<file path="src/rtl/decoder_bin2hot_stream_pkg.sv">
// Shared types and decode helper for decoder_bin2hot_stream.
// The beat struct is sized for the widest supported output; users slice to OUT_W.
package decoder_pkg;

    localparam int unsigned MAX_OUT_W  = 32;
    localparam int unsigned MAX_CODE_W = $clog2(MAX_OUT_W);

    typedef struct packed {
        logic                 err;
        logic [MAX_OUT_W-1:0] hot;
    } beat_t;

    // Codes at or beyond width decode to all zeros and flag err.
    function automatic beat_t onehot_dec(logic [31:0] code, int unsigned width);
        beat_t b;
        b.hot = '0;
        b.err = (code >= width);
        if (!b.err) begin
            b.hot[code[MAX_CODE_W-1:0]] = 1'b1;
        end
        return b;
    endfunction

endpackage

</file>
<file path="src/rtl/decoder_bin2hot_stream_if.sv">
// Valid/ready bus for decoder_bin2hot_stream.
// Error signals exist only when DECODER_BIN2HOT_ERR_EN is defined.
interface decoder_bin2hot_stream_if #(
    parameter int unsigned IN_W  = 2,
    parameter int unsigned OUT_W = 4
);
    logic             in_valid;
    logic             in_ready;
    logic [IN_W-1:0]  in_code;
    logic             out_valid;
    logic             out_ready;
    logic [OUT_W-1:0] out_hot;
`ifdef DECODER_BIN2HOT_ERR_EN
    logic             out_err;
    logic             err_sticky;
    logic             err_clr;

    modport master (
        output in_valid, in_code, out_ready, err_clr,
        input  in_ready, out_valid, out_hot, out_err, err_sticky
    );
    modport slave (
        input  in_valid, in_code, out_ready, err_clr,
        output in_ready, out_valid, out_hot, out_err, err_sticky
    );
`else
    modport master (
        output in_valid, in_code, out_ready,
        input  in_ready, out_valid, out_hot
    );
    modport slave (
        input  in_valid, in_code, out_ready,
        output in_ready, out_valid, out_hot
    );
`endif
endinterface

</file>
<file path="src/rtl/decoder_skid_buf.sv">
// Generic 2-entry valid/ready skid buffer: main register drives the outputs,
// skid register catches one beat when main is stalled. in_ready comes straight from a flop.
module decoder_skid_buf #(
    parameter int unsigned WIDTH = 4
) (
    input  logic             clk,
    input  logic             rst_n,
    input  logic             in_valid_i,
    output logic             in_ready_o,
    input  logic [WIDTH-1:0] in_data_i,
    output logic             out_valid_o,
    input  logic             out_ready_i,
    output logic [WIDTH-1:0] out_data_o
);
    logic             main_valid_d, main_valid_q;
    logic             skid_valid_d, skid_valid_q;
    logic [WIDTH-1:0] main_data_d, main_data_q;
    logic [WIDTH-1:0] skid_data_d, skid_data_q;
    logic             in_xfer;
    logic             main_free;

    always_comb begin
        in_xfer      = in_valid_i && !skid_valid_q;
        main_free    = !main_valid_q || out_ready_i;
        main_valid_d = main_valid_q;
        main_data_d  = main_data_q;
        skid_valid_d = skid_valid_q;
        skid_data_d  = skid_data_q;
        if (main_free) begin
            if (skid_valid_q) begin
                main_valid_d = 1'b1;
                main_data_d  = skid_data_q;
                skid_valid_d = 1'b0;
                skid_data_d  = '0;
            end else if (in_xfer) begin
                main_valid_d = 1'b1;
                main_data_d  = in_data_i;
            end else begin
                // Zero the payload so an idle output never shows a stale beat.
                main_valid_d = 1'b0;
                main_data_d  = '0;
            end
        end else if (in_xfer) begin
            skid_valid_d = 1'b1;
            skid_data_d  = in_data_i;
        end
    end

    always_ff @(posedge clk or negedge rst_n) begin
        if (!rst_n) begin
            main_valid_q <= 1'b0;
            main_data_q  <= '0;
            skid_valid_q <= 1'b0;
            skid_data_q  <= '0;
        end else begin
            main_valid_q <= main_valid_d;
            main_data_q  <= main_data_d;
            skid_valid_q <= skid_valid_d;
            skid_data_q  <= skid_data_d;
        end
    end

    assign in_ready_o  = !skid_valid_q;
    assign out_valid_o = main_valid_q;
    assign out_data_o  = main_data_q;

endmodule

</file>
<file path="src/rtl/decoder_bin2hot_stream.sv">
// Streaming binary-to-one-hot decoder with 1-cycle latency and a 2-entry skid buffer.
// Define DECODER_BIN2HOT_ERR_EN to carry an out-of-range flag per beat plus a sticky error.
module decoder_bin2hot_stream
    import decoder_pkg::*;
#(
    parameter int unsigned IN_W  = 2,
    parameter int unsigned OUT_W = 4
) (
    input logic                     clk,
    input logic                     rst_n,
    decoder_bin2hot_stream_if.slave bus
);
    beat_t dec;
    logic  unused_dec_bits;

    always_comb begin
        dec = onehot_dec(32'(bus.in_code), OUT_W);
    end

    // Only dec.hot[OUT_W-1:0] (and err when enabled) are meaningful.
    assign unused_dec_bits = ^dec;

`ifdef DECODER_BIN2HOT_ERR_EN
    localparam int unsigned PAYLOAD_W = OUT_W + 1;
`else
    localparam int unsigned PAYLOAD_W = OUT_W;
`endif

    logic [PAYLOAD_W-1:0] in_data;
    logic [PAYLOAD_W-1:0] out_data;

`ifdef DECODER_BIN2HOT_ERR_EN
    assign in_data = {dec.err, dec.hot[OUT_W-1:0]};
`else
    assign in_data = dec.hot[OUT_W-1:0];
`endif

    decoder_skid_buf #(
        .WIDTH (PAYLOAD_W)
    ) u_skid (
        .clk         (clk),
        .rst_n       (rst_n),
        .in_valid_i  (bus.in_valid),
        .in_ready_o  (bus.in_ready),
        .in_data_i   (in_data),
        .out_valid_o (bus.out_valid),
        .out_ready_i (bus.out_ready),
        .out_data_o  (out_data)
    );

    assign bus.out_hot = out_data[OUT_W-1:0];

`ifdef DECODER_BIN2HOT_ERR_EN
    logic err_sticky_d, err_sticky_q;

    assign bus.out_err = out_data[OUT_W];

    // Set has priority over clear when both happen on the same edge.
    always_comb begin
        err_sticky_d = err_sticky_q;
        if (bus.err_clr) begin
            err_sticky_d = 1'b0;
        end
        if (bus.in_valid && bus.in_ready && dec.err) begin
            err_sticky_d = 1'b1;
        end
    end

    always_ff @(posedge clk or negedge rst_n) begin
        if (!rst_n) begin
            err_sticky_q <= 1'b0;
        end else begin
            err_sticky_q <= err_sticky_d;
        end
    end

    assign bus.err_sticky = err_sticky_q;
`endif

endmodule
</file>
<file path="src/flat_wrapper.sv">
// flat-port wrapper written by rule: the top's interface ports become plain ports
module decoder_bin2hot_stream_flat import decoder_pkg::*;
#(
    parameter int unsigned IN_W  = 2,
    parameter int unsigned OUT_W = 4
)
  (clk, rst_n, bus_in_valid, bus_in_code, bus_out_ready, bus_in_ready, bus_out_valid, bus_out_hot);
  decoder_bin2hot_stream_if #(.IN_W(IN_W), .OUT_W(OUT_W)) bus_i ();
  input logic clk;
  input logic rst_n;
  input wire logic [$bits(bus_i.in_valid)-1:0] bus_in_valid;
  input wire logic [$bits(bus_i.in_code)-1:0] bus_in_code;
  input wire logic [$bits(bus_i.out_ready)-1:0] bus_out_ready;
  output wire logic [$bits(bus_i.in_ready)-1:0] bus_in_ready;
  output wire logic [$bits(bus_i.out_valid)-1:0] bus_out_valid;
  output wire logic [$bits(bus_i.out_hot)-1:0] bus_out_hot;
  assign bus_i.in_valid = bus_in_valid;
  assign bus_i.in_code = bus_in_code;
  assign bus_i.out_ready = bus_out_ready;
  assign bus_in_ready = bus_i.in_ready;
  assign bus_out_valid = bus_i.out_valid;
  assign bus_out_hot = bus_i.out_hot;
  decoder_bin2hot_stream #(.IN_W(IN_W), .OUT_W(OUT_W)) u_core (.clk(clk), .rst_n(rst_n), .bus(bus_i));
endmodule
</file>
<file path="config.mk">
export PLATFORM = sky130hd
export DESIGN_NAME = decoder_bin2hot_stream_flat
export DESIGN_NICKNAME = d
export VERILOG_FILES = /design/src/rtl/decoder_bin2hot_stream_pkg.sv /design/src/rtl/decoder_bin2hot_stream_if.sv /design/src/rtl/decoder_skid_buf.sv /design/src/rtl/decoder_bin2hot_stream.sv /design/src/flat_wrapper.sv
export SDC_FILE = /design/constraint.sdc
export NUM_CORES = 1
export LEC_CHECK = 0
export ABC_AREA = 0
export BUFFER_PORTS_ARGS = -buffer_cell sky130_fd_sc_hd__buf_2
export CORE_AREA = 2 2 39 41
export CTS_CLUSTER_DIAMETER = 100
export DETAILED_ROUTE_END_ITERATION = 8
export DIE_AREA = 0 0 41 43
export PLACE_DENSITY = 0.58
export SLEW_MARGIN = 25
export SYNTH_ARGS = -nofsm -noshare
export SYNTH_HDL_FRONTEND = slang
export SYNTH_SLANG_ARGS = --single-unit
</file>
<file path="constraint.sdc">
create_clock -name clk -period 1.35 [get_ports clk]
set_input_delay 0 -clock clk [delete_from_list [all_inputs] [get_ports clk]]
set_output_delay 0 -clock clk [all_outputs]
set_load 0.1 [all_outputs]
</file>
==> flow_metrics.py <==
metrics = {
    "floorplanning": {
        "start_util": 0.342,
        "die-area_um2": 1760,
        "die_y_um": 43,
        "num_rows": 14,
        "core-area_um2": 1380,
        "ioPinCount": 12,
        "dieWidth_um": 41,
    },
    "setup_path": {
        "criticalPathCategory": "flop to output pin",
        "r2r_slack_ps": 160,
        "critPathMaxFanout": 13,
        "setup.worst_path.start_class": "flop",
        "rr_endpoint": "u_core.u_skid.skid_data_q[3]",
        "crit_arrival_ps": 1190,
        "endpoint_kind": "output pin",
        "cp_data_required_time_ps": 1350,
        "r2r-start": "u_core.u_skid.skid_valid_q",
        "rr_worst_depth": 3,
    },
    "placement": {
        "dpl.hpwl_um": 627,
        "gp_congestion": 0.798,
        "dp_worst_setup_slack_ps": 166,
        "io_buffers": 11,
    },
    "finish": {
        "multiInputGateArea_um2": 196,
        "syn_to_final_growth_pct": 24.1,
        "drive_above_1_share": 0.367,
        "finalNetCount": 67,
        "seq_area_um2": 251,
        "n_antenna_cell": 0,
        "nFillCells": 138,
    },
    "clock_tree": {
        "cts_setup_buffers": 0,
        "clkLatencyLatePin_ps": 260,
        "cts_buffer_depth": 2,
        "root_buffer": "clkbuf_4",
        "cts_tree": "yes",
        "clkTransAtPathRegs_ps": 60,
        "numCtsBuffers": 3,
        "cts.sinks": 10,
        "h-tree-depth": 1,
    },
    "sta": {
        "timing.final.ws_setup_ps": 158,
        "finClkSkew_ps": 4.83,
        "drv_slew": 0,
        "timing.final.crit_share": 0.883,
        "fin_crit_ps": 1190,
        "tightest_slew_ps": 485,
        "slew_headroom": 0.679,
        "fmax_mhz": 839,
        "setup_viol": 0,
        "rsz0062_at_grt": "no",
        "fin_tns_setup_ps": 0,
        "hold_viol": 0,
    },
    "synthesis": {
        "synth_cells": 45,
        "yosysUniqueCellTypes": 20,
        "synth_top_area_frac": 0.529,
        "synthTopCellsByArea": "dfrtp_1, nor2_1, a21oi_1",
        "netlist_area_um2": 473,
        "yosysTopAreaCell": "dfrtp_1",
        "ys_ff_latch": 10,
        "syn_avg_cell_area_um2": 10.5,
        "synth_warnings": 0,
        "synth_nets": 51,
        "seq_area_frac_synth": 0.529,
    },
    "global_routing": {
        "grt_overflow": 0,
        "grt_first_pass_wirelength_um": 1380,
        "first_global_vias": 340,
        "gr-usage-all-layers": 0.123,
        "antenna_found_initial": 0,
        "grt_max_degree": 14,
    },
    "routing": {
        "viasPerCell": 4.93,
        "wl_um": 839,
        "drc": 0,
        "ant_nets": 0,
        "dr_total_vias": 375,
        "drt_iter0_drc": 10,
        "routedWlPerCell_um": 11.0,
        "drt-pass1-iter-count": 3,
    },
    "pwr": {
        "p_leak_nw": 0.271,
        "ir_worst_vdd_mv": 0.941,
        "p_per_area_nw_per_um2": 1490,
    },
    "hold_path": {
        "hp-class": "input port to flop",
        "min_path_cells": 3,
        "hold_start": "bus_in_valid",
        "whs_endpoint": "u_core.u_skid.out_valid_o",
    },
    "run_status": {
        "status": "complete, no violations",
    },
    "run": {
        "drv_cap": 0,
    },
}
sequential cells by signal, indices dropped and copies added, names as in the netlist:
signal                      flops
u_core.u_skid.skid_valid_q      1
u_core.u_skid.out_valid_o       1
u_core.u_skid.skid_data_q       4
u_core.u_skid.out_data_o        4
critical path, cell delays in order (launching register included):
cell      delay, ps
dfrtp_1         510
inv_1           100
clkbuf_4        320
cell usage after synthesis:
master / count
inv_1: 2
a21oi_1: 5
dfrtp_1: 10
or2b_2: 1
nor2b_1: 1
nand2_1: 1
nor2_1: 7
nand3_1: 2
a22oi_1: 3
a221oi_1: 1
a32oi_1: 1
o2bb2ai_1: 2
nor3b_2: 1
and4bb_2: 1
nand2b_1: 1
buf_4: 1
buf_6: 1
nor2_2: 1
and4b_2: 1
o21ai_0: 2
where the power goes:
group          switching [mW]  total, mW  internal, mW  leakage, nW
clock                  0.0949      0.258         0.163       0.0210
combinational           0.201      0.256        0.0554        0.123
sequential             0.0257      0.358         0.332        0.126
total                   0.321      0.872         0.551        0.271
cell type report:
cell class / count / area share
sequential: 10 / 0.429
multi-input combinational: 31 / 0.335
timing repair buffer: 13 / 0.128
clock buffer: 4 / 0.0618
tap: 16 / 0.0341
inverter: 2 / 0.0128
cells by family after synthesis:
logic type | count (synthesis) | share of synthesized area
buffers and inverters | 4 | 0.0556
and+or+nand+nor | 17 | 0.220
DFF | 10 | 0.529
AOI/OAI and AO/OA | 14 | 0.196
metrics by stage:
stage               utilization  hold slack, ps  total power, mW  instances  instance area [um2]
global route              0.424            48.5            0.934         76                  587
floorplan                     -            -296            0.570         45                  474
global placement          0.389            -128            0.617         71                  538
detailed placement        0.389            -129            0.618         71                  538
CTS                       0.422            25.2            0.884         76                  584
finish                    0.424            29.8            0.872         76                  587
timing repair:
action                     in CTS  in global routing
hold buffers                    1                  0
hold endpoints to repair       10                  0
setup endpoints to repair       0                  1
gates resized for setup         0                  1
worst max-delay path by stage:
stage | startpoint | to | slack (ps) | depth (start not counted)
after floorplan | u_core.u_skid.out_valid_o | u_core.u_skid.skid_data_q[2] | 50 | 3
after global placement | u_core.u_skid.skid_valid_q | u_core.u_skid.skid_data_q[3] | 180 | 3
final | u_core.u_skid.skid_valid_q | bus_in_ready | 160 | 2
after global routing | u_core.u_skid.skid_valid_q | u_core.u_skid.skid_data_q[3] | 60 | 3
after detailed placement | u_core.u_skid.skid_valid_q | u_core.u_skid.skid_data_q[3] | 170 | 3
after CTS | u_core.u_skid.skid_valid_q | bus_in_ready | 60 | 2
layer usage:
metal  wire (um)  global-route usage  up-vias
li1            -                   -      193
met4          12              0.0600        0
met3          57              0.0942        2
met2         398               0.159        9
met5           0                   0        -
met1         370               0.145      171
layout by cell type, fill, tap and decap left out, types with 2 or more instances in the layout:
cell type   n
a21oi_1     5
inv_1       2
dfrtp_1     9
o2bb2ai_1   2
o21ai_0     2
nor2_1      7
buf_2      10
nand3_1     2
a22oi_1     3
clkbuf_4    4
Note: power is estimated with default switching activity, not from simulation.
